`config.mk`:
```
export PLATFORM = sky130hd
export DESIGN_NAME = dpu_pipe_flat
export DESIGN_NICKNAME = d
export VERILOG_FILES = /design/src/rtl/dpu_pipe_if.sv /design/src/rtl/dpu_pipe.sv /design/src/flat_wrapper.sv
export SDC_FILE = /design/constraint.sdc
export NUM_CORES = 1
export LEC_CHECK = 0
export ABC_AREA = 1
export BUFFER_PORTS_ARGS = -buffer_cell sky130_fd_sc_hd__clkbuf_2
export CAP_MARGIN = 0
export CORE_MARGIN = 3
export CORE_UTILIZATION = 60
export DETAILED_ROUTE_END_ITERATION = 7
export PLACE_DENSITY = 0.87
export SYNTH_ARGS = -nofsm -noshare
export SYNTH_HDL_FRONTEND = slang
export SYNTH_SLANG_ARGS = --single-unit
```
`constraint.sdc`:
```
create_clock -name clk -period 8.66 [get_ports clk]
set_input_delay 0.866 -clock clk [delete_from_list [all_inputs] [get_ports clk]]
set_output_delay 0.866 -clock clk [all_outputs]
set_load 0.02 [all_outputs]
```
`src/rtl/dpu_pipe_if.sv`:
```
// Issue/result bundle between the CCU sequencer (master) and the pipelined
// datapath unit (slave); Kbus, cc and out_valid flow back to the master.
interface dpu_pipe_if #(
  parameter int unsigned DATA_W = 8,
  parameter int unsigned AW     = 4,
  parameter int unsigned K_REGS = 3
) ();
  logic                       in_valid;
  logic [AW-1:0]              Abus;
  logic [AW-1:0]              Bbus;
  logic [AW-1:0]              Rbus;
  logic [3:0]                 n;
  logic [DATA_W-1:0]          mData;
  logic [DATA_W*K_REGS-1:0]   Kbus;
  logic [3:0]                 cc;
  logic                       out_valid;

  modport master (
    output in_valid, Abus, Bbus, Rbus, n, mData,
    input  Kbus, cc, out_valid
  );

  modport slave (
    input  in_valid, Abus, Bbus, Rbus, n, mData,
    output Kbus, cc, out_valid
  );
endinterface

```
`src/rtl/dpu_pipe.sv`:
```
// Two-stage register-file/ALU datapath: issue+execute into E, then writeback.
// E results are forwarded to the next issuing op; constant registers are never written.
module dpu_pipe #(
  parameter int unsigned DATA_W   = 8,
  parameter int unsigned NREG     = 16,
  parameter int unsigned K_BASE   = 9,
  parameter int unsigned K_REGS   = 3,
  parameter int unsigned ZERO_IDX = 13,
  parameter int unsigned ONE_IDX  = 12
) (
  input logic         clk,
  input logic         rst_n,
  dpu_pipe_if.slave   bus
);
  localparam int unsigned AW  = $clog2(NREG);
  localparam int unsigned MSB = DATA_W - 1;

  typedef enum logic [3:0] {
    OP_ADD  = 4'd0,
    OP_SUB  = 4'd1,
    OP_AND  = 4'd2,
    OP_OR   = 4'd3,
    OP_XOR  = 4'd4,
    OP_NOT  = 4'd5,
    OP_SHL  = 4'd6,
    OP_SHR  = 4'd7,
    OP_LOAD = 4'd8,
    OP_MOV  = 4'd9
  } op_e;

  logic [DATA_W-1:0] r_q [NREG];

  logic              e_valid_q, e_wr_q, e_ccupd_q;
  logic [AW-1:0]     e_rd_q;
  logic [DATA_W-1:0] e_res_q;
  logic [3:0]        e_flags_q;

  logic [3:0]        cc_q;
  logic              out_valid_q;

  logic              fwd_a, fwd_b, const_dst;
  logic [DATA_W-1:0] opa, opb, res_d;
  logic              c_d, v_d, wr_d, ccupd_d;
  logic [3:0]        flags_d;

  // e_wr_q already excludes constant destinations, so the bypass can never
  // hand out a value the register file is going to discard.
  always_comb begin
    fwd_a = e_valid_q && e_wr_q && (e_rd_q == bus.Abus);
    fwd_b = e_valid_q && e_wr_q && (e_rd_q == bus.Bbus);
    opa   = fwd_a ? e_res_q : r_q[bus.Abus];
    opb   = fwd_b ? e_res_q : r_q[bus.Bbus];
    const_dst = (bus.Rbus == AW'(ZERO_IDX)) || (bus.Rbus == AW'(ONE_IDX));
  end

  always_comb begin
    res_d   = '0;
    c_d     = 1'b0;
    v_d     = 1'b0;
    wr_d    = 1'b1;
    ccupd_d = 1'b1;
    case (bus.n)
      OP_ADD: begin
        {c_d, res_d} = {1'b0, opa} + {1'b0, opb};
        v_d = (opa[MSB] == opb[MSB]) && (res_d[MSB] != opa[MSB]);
      end
      OP_SUB: begin
        {c_d, res_d} = {1'b0, opa} - {1'b0, opb};
        v_d = (opa[MSB] != opb[MSB]) && (res_d[MSB] != opa[MSB]);
      end
      OP_AND: res_d = opa & opb;
      OP_OR:  res_d = opa | opb;
      OP_XOR: res_d = opa ^ opb;
      OP_NOT: res_d = ~opa;
      OP_SHL: begin
        res_d = {opa[MSB-1:0], 1'b0};
        c_d   = opa[MSB];
      end
      OP_SHR: begin
        res_d = {1'b0, opa[MSB:1]};
        c_d   = opa[0];
      end
      OP_LOAD: begin
        res_d   = bus.mData;
        ccupd_d = 1'b0;
      end
      OP_MOV: begin
        res_d   = opa;
        ccupd_d = 1'b0;
      end
      default: begin
        wr_d    = 1'b0;
        ccupd_d = 1'b0;
      end
    endcase
    flags_d = {res_d[MSB], (res_d == '0), c_d, v_d};
  end

  always_ff @(posedge clk or negedge rst_n) begin
    if (!rst_n) begin
      e_valid_q <= 1'b0;
      e_wr_q    <= 1'b0;
      e_ccupd_q <= 1'b0;
      e_rd_q    <= '0;
      e_res_q   <= '0;
      e_flags_q <= '0;
    end else begin
      e_valid_q <= bus.in_valid;
      e_wr_q    <= bus.in_valid && wr_d && !const_dst;
      e_ccupd_q <= bus.in_valid && ccupd_d;
      e_rd_q    <= bus.Rbus;
      e_res_q   <= res_d;
      e_flags_q <= flags_d;
    end
  end

  always_ff @(posedge clk or negedge rst_n) begin
    if (!rst_n) begin
      r_q          <= '{default: '0};
      r_q[ONE_IDX] <= DATA_W'(1);
    end else if (e_wr_q) begin
      r_q[e_rd_q]  <= e_res_q;
    end
  end

  always_ff @(posedge clk or negedge rst_n) begin
    if (!rst_n) begin
      cc_q        <= '0;
      out_valid_q <= 1'b0;
    end else begin
      out_valid_q <= e_valid_q;
      if (e_ccupd_q) cc_q <= e_flags_q;
    end
  end

  always_comb begin
    bus.Kbus = '0;
    for (int unsigned k = 0; k < K_REGS; k++) begin
      bus.Kbus[DATA_W*(K_REGS-k)-1 -: DATA_W] = r_q[AW'(K_BASE + k)];
    end
  end

  assign bus.cc        = cc_q;
  assign bus.out_valid = out_valid_q;
endmodule

```
`src/flat_wrapper.sv`:
```
// flat-port wrapper written by rule: the top's interface ports become plain ports
module dpu_pipe_flat 
#(
  parameter int unsigned DATA_W   = 8,
  parameter int unsigned NREG     = 16,
  parameter int unsigned K_BASE   = 9,
  parameter int unsigned K_REGS   = 3,
  parameter int unsigned ZERO_IDX = 13,
  parameter int unsigned ONE_IDX  = 12
)
  (clk, rst_n, bus_in_valid, bus_Abus, bus_Bbus, bus_Rbus, bus_n, bus_mData, bus_Kbus, bus_cc, bus_out_valid);
  dpu_pipe_if #(.DATA_W(DATA_W), .AW((4)), .K_REGS(K_REGS)) bus_i ();
  input logic clk;
  input logic rst_n;
  input wire logic [$bits(bus_i.in_valid)-1:0] bus_in_valid;
  input wire logic [$bits(bus_i.Abus)-1:0] bus_Abus;
  input wire logic [$bits(bus_i.Bbus)-1:0] bus_Bbus;
  input wire logic [$bits(bus_i.Rbus)-1:0] bus_Rbus;
  input wire logic [$bits(bus_i.n)-1:0] bus_n;
  input wire logic [$bits(bus_i.mData)-1:0] bus_mData;
  output wire logic [$bits(bus_i.Kbus)-1:0] bus_Kbus;
  output wire logic [$bits(bus_i.cc)-1:0] bus_cc;
  output wire logic [$bits(bus_i.out_valid)-1:0] bus_out_valid;
  assign bus_i.in_valid = bus_in_valid;
  assign bus_i.Abus = bus_Abus;
  assign bus_i.Bbus = bus_Bbus;
  assign bus_i.Rbus = bus_Rbus;
  assign bus_i.n = bus_n;
  assign bus_i.mData = bus_mData;
  assign bus_Kbus = bus_i.Kbus;
  assign bus_cc = bus_i.cc;
  assign bus_out_valid = bus_i.out_valid;
  dpu_pipe #(.DATA_W(DATA_W), .NREG(NREG), .K_BASE(K_BASE), .K_REGS(K_REGS), .ZERO_IDX(ZERO_IDX), .ONE_IDX(ONE_IDX)) u_core (.clk(clk), .rst_n(rst_n), .bus(bus_i));
endmodule
```
---- After elaboration in Yosys (flattened, before gate mapping) ----
Cells that the tools add are included.
word-level totals
  input bits .............................. 27
  bits in registers ....................... 152
  output and inout port bits .............. 29
cells by class
  $add $sub $neg .......................... 2
  mux-type cells .......................... 16
  reductions and logical operators ........ 15
  equal/unequal tests ..................... 17
  $lt $le $gt $ge ......................... 4
  bitwise logic cells ..................... 7
operator list
  operator            number
  $bwmux 128          1
  $pmux 8 s10         1
  $bmux 8 s4          2
  $mux 8              7
  $demux 8 s4         1
  $eq 4x3->1 const B  4
  $eq 4x4->1 const B  4
  $ge 5x5->1 const B  3
  $not 4->5           3
  $reduce_or 10->1    1
  $add 8x8->9         1
  $logic_and 1x1->1   9
  $sub 8x8->9         1
  $and 8x8->8         1
  $eq 4x2->1 const B  2
  $eq 4x4->1          2
  $logic_not 8->1     1
  $not 8->8           1
  $or 8x8->8          1
  $reduce_or 8->1     1
  $xor 8x8->8         1
  $lt 5x1->1 const B  1
  $eq 4x1->1 const B  1
  $logic_not 4->1     1
  other kinds (7)     10

---- Depth between registers and ports, before layout ----
Gate-level depths: netlist of the first run.
  depth after elaboration ................. 9
  mapped depth ............................ 27
  depth with buffers taken out ............ 24

---- Worst setup path before layout of the first run ----
Ideal clock, no wire load.
  path type ............................... input to register
  from .................................... in bus_Bbus[2]
  to ...................................... reg u_core.e_flags_q[2]
  data arrival time ....................... 3620 ps
  setup slack ............................. 4925 ps
  cell stages on the path ................. 22
  buffers on the path ..................... 3
  library setup time ...................... 114 ps
  cell sequence ........................... buf_2 -> clkinv_1 -> nand2_1 -> a221oi_1 -> o2111ai_1 -> buf_2 -> o21ai_1 -> inv_1 -> ha_1 -> buf_2 -> inv_1 -> nand2_1 -> nand3_1 -> inv_1 -> o21ai_0 -> o21ai_0 -> o21ai_0 -> inv_1 -> nand2_1 -> nor2_1 -> nand2_1 -> nor2_1
between the ends
  word-level cells in the longest chain between the ends .. 8
ends and longest elaborated chain
  item                                       line                source
  start: declaration                         flat_wrapper.sv:17  input wire logic [$bits(bus_i.Bbus)-1:0] bus_Bbus;
  $not 4->5 (implied by the code)            dpu_pipe.sv:52      opb = fwd_b ? e_res_q : r_q[bus.Bbus];
  $bmux 8 s4                                 dpu_pipe.sv:52
  $mux 8 (implied by the code) (2 in a row)  dpu_pipe.sv:52
  $mux 8 (*)                                 dpu_pipe.sv:52
  $sub 8x8->9 (tied with other cells)        dpu_pipe.sv:68      {c_d, res_d} = {1'b0, opa} - {1'b0, opb};
  $pmux 8 s10 (*)                            dpu_pipe.sv:62      case (bus.n)
  named net u_core.flags_d[3]                dpu_pipe.sv:44      logic [3:0] flags_d;
  $logic_not 8->1 (*)                        dpu_pipe.sv:96      flags_d = {res_d[MSB], (res_d == '0), c_d, v_d};
  named net u_core.flags_d[2]                dpu_pipe.sv:44
  end signal: assignment                     dpu_pipe.sv:113     e_flags_q <= flags_d;
  end: declaration                           dpu_pipe.sv:36      logic [3:0] e_flags_q;
Mark *: on every way through the listed nets, which the timed path passes. The rest lies on a longest branch. The select of a mux whose other input is x is not followed.
A chain may end at the register's enable or synchronous reset.

---- Worst setup path in the final report of the first run ----
  from .................................... in bus_Bbus[0]
  to ...................................... reg u_core.e_flags_q[2]
between the ends
  word-level cells in the longest chain between the ends .. 8
ends and longest elaborated chain
  item                                       line            source
  $not 4->5 (implied by the code)            dpu_pipe.sv:52
  $bmux 8 s4                                 dpu_pipe.sv:52
  $mux 8 (implied by the code) (2 in a row)  dpu_pipe.sv:52
  $mux 8 (*)                                 dpu_pipe.sv:52
  $sub 8x8->9 (tied with other cells)        dpu_pipe.sv:68
  $pmux 8 s10 (*)                            dpu_pipe.sv:62
  named net u_core.res_d[4]                  dpu_pipe.sv:42  logic [DATA_W-1:0] opa, opb, res_d;
  $logic_not 8->1 (*)                        dpu_pipe.sv:96
  named net u_core.flags_d[2]                dpu_pipe.sv:44
Marked as above.

==> results of run 1 <==
==> cells in the mapped netlist (all sizes together) <==
library cell  instances
dfstp                 1
clkbuf               46
mux2                  3
a21oi                68
o211a                 1
ha                   24
or2                   6
nor2                 91
nand3               188
o211ai               17
a41oi                 1
inv                 178
a211oi                2
o2bb2ai               1
dfrtp               150
a31oi                 1
a21o                  1
buf                  62
o22ai                 4
o2111ai               3
a21boi                1
nor3                 10
clkinv                1
a221oi                1
nand4                 7
o21bai                1
xnor2                 1
nand2               362
fa                    2
nand3b                1
o21ai               222
xor2                  3
==> critical path, stage by stage <==
cell and delay, ns:
clkbuf_2 0.07, buf_4 0.59, inv_1 0.55, a21oi_1 0.29
o2111ai_1 0.55, o21ai_0 0.60, inv_1 0.20, fa_1 0.48
inv_1 0.09, nand2_1 0.07, a21oi_1 0.16, o21ai_0 0.09
nand2_1 0.06, o21ai_0 0.07, inv_1 0.08, nand3_1 0.09
inv_1 0.07, nand2_1 0.08, nor2_1 0.12, nand2_1 0.06
nor2_1 0.09
==> routing by layer <==
layer	share of wire	routed length, µm
met3	0.11	3320
met5	0	0
met1	0.40	12200
met2	0.44	13400
met4	0.050	1520
==> report_power, final <==
group | internal [mW] | total, mW | switching, mW
combinational | 0.181 | 0.593 | 0.412
clock | 0.400 | 0.708 | 0.308
sequential | 0.828 | 0.924 | 0.0959
==> registers in the layout, summed over array words and instances, names as in the netlist, 4 cells and up <==
signal,cells
u_core.r_q,104
u_core.bus.Kbus,24
u_core.e_res_q,7
u_core.bus.cc,4
u_core.e_flags_q,4
u_core.e_rd_q,4
==> kinds of logic after synthesis <==
family | count (synthesis) | synth area share
multiplexers | 3 | 0.00336
flip-flops | 151 | 0.376
adder cells (fa/ha/maj) | 26 | 0.0338
AND/OR/NAND/NOR | 665 | 0.285
buffers and inverters | 287 | 0.129
AO/OA/AOI/OAI | 324 | 0.170
XOR/XNOR | 4 | 0.00348
==> area by class of cell <==
cell class,instances,share of cell area
multi-input cells,1022,0.470
repair buffers,62,0.0315
flip-flops and latches,151,0.357
inverters,179,0.0641
clock buffers,20,0.0421
clock inverters,12,0.00992
well taps,216,0.0255
==> through the flow <==
stage                     power [mW]  hold slack (ns)  utilization  instance area (µm²)
final                           2.23            0.396        0.658                10600
after global routing            2.35            0.405        0.658                10600
after CTS                       2.22            0.405        0.658                10600
after detailed placement        1.51            0.390        0.623                10000
after global placement          1.49            0.377        0.623                10000
after floorplan                 1.35            0.354            -                10100
==> final timing paths <==
| path | from | cells past startpoint | slack (ns) | end |
|---|---|---|---|---|
| setup / recovery | bus_Bbus[0] | 21 | 3.65 | u_core.e_flags_q[2] |
| hold / removal | u_core.e_valid_q | 0 | 0.40 | u_core.bus.out_valid |
| setup reg to reg | u_core.e_wr_q | 19 | 4.55 | u_core.e_flags_q[2] |
| hold reg to reg | u_core.e_valid_q | 0 | 0.40 | u_core.bus.out_valid |
| max in group asynchronous | rst_n | 2 | 6.72 | u_core.e_res_q[3] |
| min in group asynchronous | rst_n | 1 | 0.44 | u_core.r_q[95] |
==> impl_results.rst, run 1 <==
.. list-table::
   :header-rows: 1

   * - Metric
     - Value
   * - Status
     - complete, no violations
   * - DRC violation total after the first TritonRoute iteration
     - roughly 1500
   * - Die Height
     - 135 µm
   * - Net count, final
     - roughly 1500
   * - Mapped cell area
     - 10100 µm²
   * - CTS H-Tree Depth
     - 4
   * - Most common cell after layout, fill and taps aside
     - nand2_1
   * - Mean post-synth cell area
     - between 6 and 7 µm²
   * - Synth warn
     - 0
   * - Area of the core
     - between 15000 and 20000 µm²
   * - Number of endpoints failing setup at the final stage
     - 0
   * - Post-place setup slack
     - 3.36 ns
   * - Fraction of layout instances using a drive strength above 1
     - 0.0851
   * - Most area-hungry cell type in the Yosys netlist
     - dfrtp_1
   * - Largest cells by area after synthesis
     - dfrtp_1 (37%), nand2_1 (13%), o21ai_0 (11%), nand3_1 (9.1%), inv_1 (6.4%)
   * - Register bit total from synthesis
     - between 150 and 200
   * - Worst vdd rail ir drop
     - 0.153 mV
   * - Floorplan row count
     - 46
   * - Unrepaired setup endpoints after global routing
     - false
   * - Clock latency reported for the late side of the worst-skew pair
     - around 0.44 ns
   * - Die extent in x
     - 135 µm
   * - Most frequent cells in the layout
     - nand2_1 (349), o21ai_0 (214), nand3_1 (183)
   * - Number of pins with negative max-slew slack in the final report
     - 0
   * - Drt total wl
     - 30500 µm
   * - Cell total after placement
     - 1630
   * - Global Route met3 Usage
     - 0.0776
   * - Initial standard-cell utilization of the core
     - 0.624
   * - Number of antenna violations at the first check in global routing
     - 0
   * - Shortest clock period the worst path allows after layout
     - 5.01 ns
   * - Met1 Use GR
     - 0.465
   * - Worst rel slew slack
     - 0.266
   * - Global Route Usage Sum
     - 0.339
   * - Power density over the cells
     - 210 nW/µm²
   * - Path type of the worst min-delay path
     - register to register
   * - Nature of the critical path endpoint
     - register
   * - CTS tree
     - built
   * - Final routed wire length divided by cell count
     - between 15 and 20 µm
   * - Syn Nets
     - about 1500
   * - Drc violations
     - 0
   * - Sequential standard cell area
     - 3780 µm²
   * - Setup Skew
     - 0.0111 ns
   * - Input/output buffers
     - 55
   * - Data arrival time of the critical path
     - 5.38 ns
   * - Gp weighted congestion
     - 0.984
   * - Busiest layer in global routing
     - met2
   * - Post-synthesis cell count
     - 1460
   * - Maximum achievable frequency
     - 200 MHz
   * - Leakage power
     - about 5.2 nW
   * - Worst-case clock buffer depth
     - 2
   * - DRT antenna net count
     - 0
   * - Fill cell instance count of the final layout
     - 1417
   * - Multi-input combinational cell area
     - 4980 µm²
   * - Fraction of met2 tracks used by global routing
     - 0.512
   * - DP Wirelength
     - between 20000 and 25000 µm
   * - Antenna diode count
     - 0
   * - IO Pins
     - 56
   * - Clock-pin slew of the registers on the worst-case setup and hold paths
     - roughly 0.070 ns
   * - Largest fanout of any net on the critical path
     - 81
   * - Worst-margin pin slew
     - 1.10 ns
   * - CTS Root Cell
     - clkbuf_16
   * - Final worst-path cycle share
     - 0.578
   * - Setup crit start kind
     - input port
   * - Total clock sinks
     - 151
   * - Share of the synthesized area in the top cell type
     - 0.373
   * - Category of the most critical setup path
     - input port to register
   * - Die Area
     - about 18000 µm²
   * - Post_cts resized
     - 0
   * - Post-synthesis sequential area ratio
     - 0.376
   * - Final-layout setup total negative slack
     - 0 ns
   * - Synthesis-to-finish area growth
     - 5.37%
   * - Count of unique library cells instantiated by Yosys
     - 46
   * - DR vias
     - 9991
   * - Number of buffers added by the clock tree synthesis step
     - 17
   * - Setup repair bufs after CTS
     - 0
   * - Global-route wire length before repair
     - 48500 µm
   * - Pin count of the biggest net entering global routing
     - between 90 and 100
   * - Via-to-Cell Ratio
     - 6.01
   * - Number of global-route vias before repair
     - a little under 9000
   * - Max cap viols
     - 0
   * - Number of iterations in the first detailed-routing pass
     - 6
   * - Required time at the worst-slack endpoint
     - ~9 ns
   * - Post-route worst setup slack
     - ~3.7 ns
   * - # hold bufs at CTS
     - 0
   * - Remaining global-route overflow
     - 0
   * - Hold violation total from the final report
     - 0
   * - Post-route non-filler standard cell count
     - 1662
(Power assumes the default switching activity.)
==> run 2: changes to the inputs <==
==> constraint.sdc (replaced) <==
create_clock -name clk -period 5.1 [get_ports clk]
set_input_delay 0.51 -clock clk [delete_from_list [all_inputs] [get_ports clk]]
set_output_delay 0.51 -clock clk [all_outputs]
set_load 0.02 [all_outputs]
==> run 2 against run 1 <==
Effect of this change: design area rose by 0.84%; cell count rose by 0.12%; critical path type is now register to register; highest routed layer unchanged; largest power group unchanged; clock power rose by 89%.
==> impl_results.rst, run 2 (same netlist as run 1, synthesis figures left out) <==
.. list-table::
   :header-rows: 1

   * - Metric
     - Value
   * - Leakage power
     - approximately 5.2 nW
   * - Number of iterations in the first detailed-routing pass
     - 6
   * - Via-to-Cell Ratio
     - a little over 6
   * - Clock latency reported for the late side of the worst-skew pair
     - 0.43 ns
   * - Final worst-path cycle share
     - 0.826
   * - Path type of the worst min-delay path
     - input port to async pin
   * - Number of cells traversed by the worst register-to-register path
     - 19
   * - Worst R2R Start
     - u_core.e_wr_q
   * - Floorplan row count
     - 46
   * - Worst vdd rail ir drop
     - 0.297 mV
   * - Clock-pin slew of the registers on the worst-case setup and hold paths
     - 0.06 ns
   * - Worst-case clock buffer depth
     - 2
   * - Worst-margin pin slew
     - around 1.3 ns
   * - Required time at the worst-slack endpoint
     - 5.47 ns
   * - Shortest clock period the worst path allows after layout
     - 4.21 ns
   * - Setup repair bufs after CTS
     - 0
   * - Die Height
     - roughly 140 µm
   * - # hold bufs at CTS
     - 0
   * - Initial standard-cell utilization of the core
     - 0.624
   * - CTS tree
     - built
   * - Power density over the cells
     - 367 nW/µm²
   * - Hold violation total from the final report
     - 0
   * - Maximum achievable frequency
     - 237 MHz
   * - Input/output buffers
     - 55
   * - Most common cell after layout, fill and taps aside
     - nand2_1
   * - CTS Root Cell
     - clkbuf_16
   * - DRC violation total after the first TritonRoute iteration
     - about 1500
   * - Setup Skew
     - 0.0119 ns
   * - Die extent in x
     - 135 µm
   * - Data arrival time of the critical path
     - 4.58 ns
   * - Largest fanout of any net on the critical path
     - 16
   * - Post_cts resized
     - 0
   * - Nature of the critical path endpoint
     - register
   * - Remaining global-route overflow
     - 0
   * - Global Route Usage Sum
     - 0.348
   * - Fill cell instance count of the final layout
     - 1393
   * - Number of antenna violations at the first check in global routing
     - 0
   * - Final-layout setup total negative slack
     - 0 ns
   * - Setup slack of the worst register-to-register path
     - 0.89 ns
   * - Area of the core
     - 16100 µm²
   * - Worst rel slew slack
     - 0.142
   * - Pin count of the biggest net entering global routing
     - 99
   * - Category of the most critical setup path
     - register to register
   * - Number of endpoints failing setup at the final stage
     - 0
   * - R2r endpoint
     - u_core.e_flags_q[2]
   * - Global-route wire length before repair
     - 49600 µm
   * - Drc violations
     - 0
   * - Status
     - complete, no violations
   * - Fraction of layout instances using a drive strength above 1
     - 0.0849
   * - Max cap viols
     - 0
   * - Antenna diode count
     - 0
   * - Most frequent cells in the layout
     - nand2_1 (349), o21ai_0 (214), nand3_1 (183)
   * - Number of global-route vias before repair
     - 9142
   * - Drt total wl
     - 31100 µm
   * - Post-route worst setup slack
     - between 0.8 and 0.9 ns
   * - Gp weighted congestion
     - 0.967
   * - Number of pins with negative max-slew slack in the final report
     - 0
   * - Final routed wire length divided by cell count
     - 18.7 µm
   * - Die Area
     - 18400 µm²
   * - CTS H-Tree Depth
     - 4
   * - DR vias
     - 10164
   * - Number of buffers added by the clock tree synthesis step
     - 17
   * - IO Pins
     - 56
   * - Top reg by flops
     - u_core.r_q
   * - DRT antenna net count
     - 0
   * - Total clock sinks
     - 151
   * - Max FFs per register
     - between 100 and 150
   * - Unrepaired setup endpoints after global routing
     - false
   * - DP Wirelength
     - ~21000 µm
   * - Synthesis-to-finish area growth
     - 6.26%
   * - Net count, final
     - 1488
   * - Post-place setup slack
     - 0.756 ns
   * - Setup crit start kind
     - register
==> run 2: cell count changes in the layout (fill, tap and decap cells not counted), sizes merged <==
cell	before	now
clkbuf	74	75
clkinv	7	5
buf	8	10
inv	178	180
bufinv	1	4
clkinvlp	5	1
==> run 2: cell type report <==
type | count | area, µm² | area share
clock inverter | 11 | 173 | 0.0162
inverter | 179 | 679 | 0.0636
clock buffer | 21 | 440 | 0.0412
sequential | 151 | 3780 | 0.354
timing repair buffer | 64 | 362 | 0.0338
tap | 216 | 270 | 0.0253
multi-input combinational | 1022 | 4980 | 0.466
==> run 2: worst max-delay path: stages (launching register included) <==
cell,delay (ns)
dfrtp_1,0.58
nand2_1,0.20
a221oi_1,0.24
o2111ai_1,0.65
o21ai_0,0.60
inv_1,0.19
fa_1,0.48
inv_1,0.09
nand2_1,0.07
a21oi_1,0.18
o21ai_0,0.10
nand2_1,0.06
o21ai_0,0.09
inv_1,0.07
nand3_1,0.12
inv_1,0.08
nand2_1,0.06
nor2_1,0.13
nand2_1,0.06
nor2_1,0.08
==> run 2: where the power goes <==
part	internal (mW)	total (mW)	switching, mW
combinational	0.310	1.01	0.701
sequential	1.41	1.57	0.166
clock	0.822	1.34	0.521
total	2.54	3.92	1.39
==> run 2: metrics by stage <==
stage	hold WS, ns	power, mW	instance area (µm²)	cells	util
after floorplan	0.214	2.29	10100	1460	-
after global placement	0.380	2.53	10100	1632	0.625
after detailed placement	0.400	2.56	10100	1632	0.625
after CTS	0.192	3.90	10700	1664	0.663
after global routing	0.187	4.12	10700	1664	0.663
final	0.127	3.92	10700	1664	0.663
==> run 2: per-layer routing <==
metal	part of all wire	GRT usage
met1	0.39	0.483
met5	0	0
met4	0.046	0.148
met3	0.12	0.0724
met2	0.45	0.533
==> run 2: how the worst max path moves through the flow <==
stage	start	end	slack [ns]
2_1_floorplan	bus_Bbus[2]	u_core.e_flags_q[2]	1.72
3_3_place_gp	bus_Bbus[0]	u_core.e_flags_q[2]	0.85
3_5_place_dp	bus_Bbus[0]	u_core.e_flags_q[2]	0.76
4_1_cts	u_core.e_wr_q	u_core.e_flags_q[2]	1.03
5_1_grt	u_core.e_wr_q	u_core.e_flags_q[2]	0.57
6_report	u_core.e_wr_q	u_core.e_flags_q[2]	0.89
==> run 3: changes to the inputs <==
==> constraint.sdc (replaced) <==
create_clock -name clk -period 4.31 [get_ports clk]
set_input_delay 0.431 -clock clk [delete_from_list [all_inputs] [get_ports clk]]
set_output_delay 0.431 -clock clk [all_outputs]
set_load 0.02 [all_outputs]
==> run 3 against run 2 <==
Effect of this change: critical path depth up 1; combinational power up 21%; design area up 0.82%; register-to-register slack worse by 0.33 ns; sequential share of layout area down 0.29 points; hold slack worse by 0.096 ns; clock power up 17%; largest cell class unchanged; cell count up 0.42%; critical path type unchanged; routed wire length down 0.16%; sequential cell count unchanged.
==> impl_results.rst, run 3 (same netlist as run 1, synthesis figures left out) <==
.. list-table::
   :header-rows: 1

   * - Metric
     - Value
   * - DRT antenna net count
     - 0
   * - Area of the core
     - 16100 µm²
   * - Power density over the cells
     - 431 nW/µm²
   * - Total clock sinks
     - 151
   * - Worst-margin pin slew
     - 1.02 ns
   * - Post_cts resized
     - 0
   * - Hold violation total from the final report
     - 0
   * - Leakage power
     - about 5.3 nW
   * - Most frequent cells in the layout
     - nand2_1 (349), o21ai_0 (214), nand3_1 (183)
   * - Path type of the worst min-delay path
     - input port to async pin
   * - Fraction of layout instances using a drive strength above 1
     - 0.0900
   * - Post-route non-filler standard cell count
     - between 1500 and 2000
   * - Clock latency reported for the late side of the worst-skew pair
     - between 0.4 and 0.5 ns
   * - Final worst-path cycle share
     - 0.871
   * - Input/output buffers
     - 55
   * - Number of iterations in the first detailed-routing pass
     - 6
   * - Max FFs per register
     - 104
   * - Number of cells traversed by the worst register-to-register path
     - 20
   * - Number of antenna violations at the first check in global routing
     - 1
   * - Worst rel slew slack
     - 0.316
   * - Max cap viols
     - 0
   * - Worst R2R Start
     - u_core.e_wr_q
   * - Largest fanout of any net on the critical path
     - 12
   * - Net count, final
     - 1495
   * - Worst-case clock buffer depth
     - 2
   * - Number of endpoints failing setup at the final stage
     - 0
   * - Global-route wire length before repair
     - roughly 50000 µm
   * - IO Pins
     - 56
   * - Shortest clock period the worst path allows after layout
     - ~3.8 ns
   * - Maximum achievable frequency
     - around 270 MHz
   * - Die extent in x
     - 135 µm
   * - Remaining global-route overflow
     - 0
   * - Setup repair bufs after CTS
     - 0
   * - Die Area
     - 18400 µm²
   * - CTS H-Tree Depth
     - 4
   * - Floorplan row count
     - 46
   * - Required time at the worst-slack endpoint
     - 4.68 ns
   * - Setup crit start kind
     - register
   * - Top reg by flops
     - u_core.r_q
   * - Die Height
     - 135 µm
   * - Antenna diode count
     - 0
   * - Via-to-Cell Ratio
     - 6.14
   * - Drc violations
     - 0
   * - Post-place setup slack
     - 0.579 ns
   * - Drt total wl
     - 31000 µm
   * - Final total power
     - 4.64 mW
   * - Number of global-route vias before repair
     - 9381
   * - Nature of the critical path endpoint
     - register
   * - Status
     - complete, no violations
   * - Number of pins with negative max-slew slack in the final report
     - 0
   * - Data arrival time of the critical path
     - approximately 4.1 ns
   * - Fill cell instance count of the final layout
     - 1347
   * - Gp weighted congestion
     - 0.992
   * - Most common cell after layout, fill and taps aside
     - nand2_1
   * - Worst setup path startpoint
     - u_core.e_wr_q
   * - Synthesis-to-finish area growth
     - 7.13%
   * - Placed inst area
     - 10200 µm²
   * - Category of the most critical setup path
     - register to register
   * - # hold bufs at CTS
     - 0
   * - CTS Root Cell
     - clkbuf_16
   * - CTS tree
     - built
   * - Pin count of the biggest net entering global routing
     - 92
   * - Post-route worst setup slack
     - 0.555 ns
   * - Final Cell Area
     - roughly 11000 µm²
   * - DRC violation total after the first TritonRoute iteration
     - 1679
   * - Initial standard-cell utilization of the core
     - 0.624
   * - Cell total after placement
     - around 1600
   * - Final-layout setup total negative slack
     - 0 ns
   * - Global Route Usage Sum
     - 0.347
   * - Final routed wire length divided by cell count
     - 18.6 µm
   * - Setup Skew
     - roughly 0.009 ns
   * - DP Wirelength
     - around 21000 µm
   * - Number of buffers added by the clock tree synthesis step
     - 17
   * - DR vias
     - 10252
   * - Unrepaired setup endpoints after global routing
     - false
   * - Clock-pin slew of the registers on the worst-case setup and hold paths
     - 0.06 ns
   * - Worst vdd rail ir drop
     - 0.336 mV
run 3: changes by cell type in the layout (fill, tap and decap cells not counted), sizes merged:
cell,change
clkbuf,+3
clkinvlp,-1
inv,-2
clkinv,+1
buf,+7
bufinv,-1
run 3: power breakdown:
part | leakage, nW | internal [mW] | total [mW] | switching, mW
registers | 2.01 | 1.66 | 1.86 | 0.191
clock network | 0.304 | 0.969 | 1.57 | 0.598
logic | 2.99 | 0.377 | 1.22 | 0.841
total | 5.30 | 3.01 | 4.64 | 1.63
run 3: layout make-up:
cell class / count / area, µm² / share of cell area
Timing Repair Buffer: 71 / 452 / 0.0419
Tap cell: 216 / 270 / 0.0251
Multi-Input combinational cell: 1022 / 4980 / 0.462
Clock inverter: 8 / 119 / 0.0110
Clock buffer: 24 / 492 / 0.0456
Inverter: 179 / 679 / 0.0631
Sequential cell: 151 / 3780 / 0.351
run 3: final timing paths:
path,to,slack [ns]
max in group asynchronous,u_core.bus.Kbus[23],3.32
hold / removal,u_core.r_q[86],0.03
hold reg to reg,u_core.bus.out_valid,0.42
setup reg to reg,u_core.e_flags_q[2],0.55
min in group clk,u_core.e_rd_q[2],0.13
setup / recovery,u_core.e_flags_q[2],0.55
run 3: critical path, stage by stage, from the launching register on:
cell      delay [ns]
dfrtp_1         0.56
nand2_1         0.20
nor3_2          0.22
nand3_2         0.27
inv_2           0.34
nand2_2         0.11
nand2_2         0.16
inv_1           0.06
ha_1            0.26
fa_1            0.46
nand4_1         0.12
o211ai_1        0.13
nor2_1          0.12
nor2_1          0.05
nand2_1         0.05
nand2_1         0.05
nor2_1          0.08
nand2_1         0.09
nor2_1          0.15
nand2_1         0.08
nor2_1          0.10
run 3: stage by stage:
step	utilization	hold slack [ns]
6_report	0.669	0.0312
3_3_place_gp	0.631	0.385
5_1_grt	0.669	0.123
3_5_place_dp	0.631	0.397
2_1_floorplan	-	0.135
4_1_cts	0.669	0.102
run 3: metal layers:
| metal | track usage | up-vias | routed length [µm] |
|---|---|---|---|
| met3 | 0.0832 | 132 | 3730 |
| met1 | 0.474 | 4690 | 12100 |
| met2 | 0.515 | 729 | 13500 |
| li1 | - | 4699 | - |
| met5 | 0 | - | 18 |
| met4 | 0.182 | 2 | 1740 |
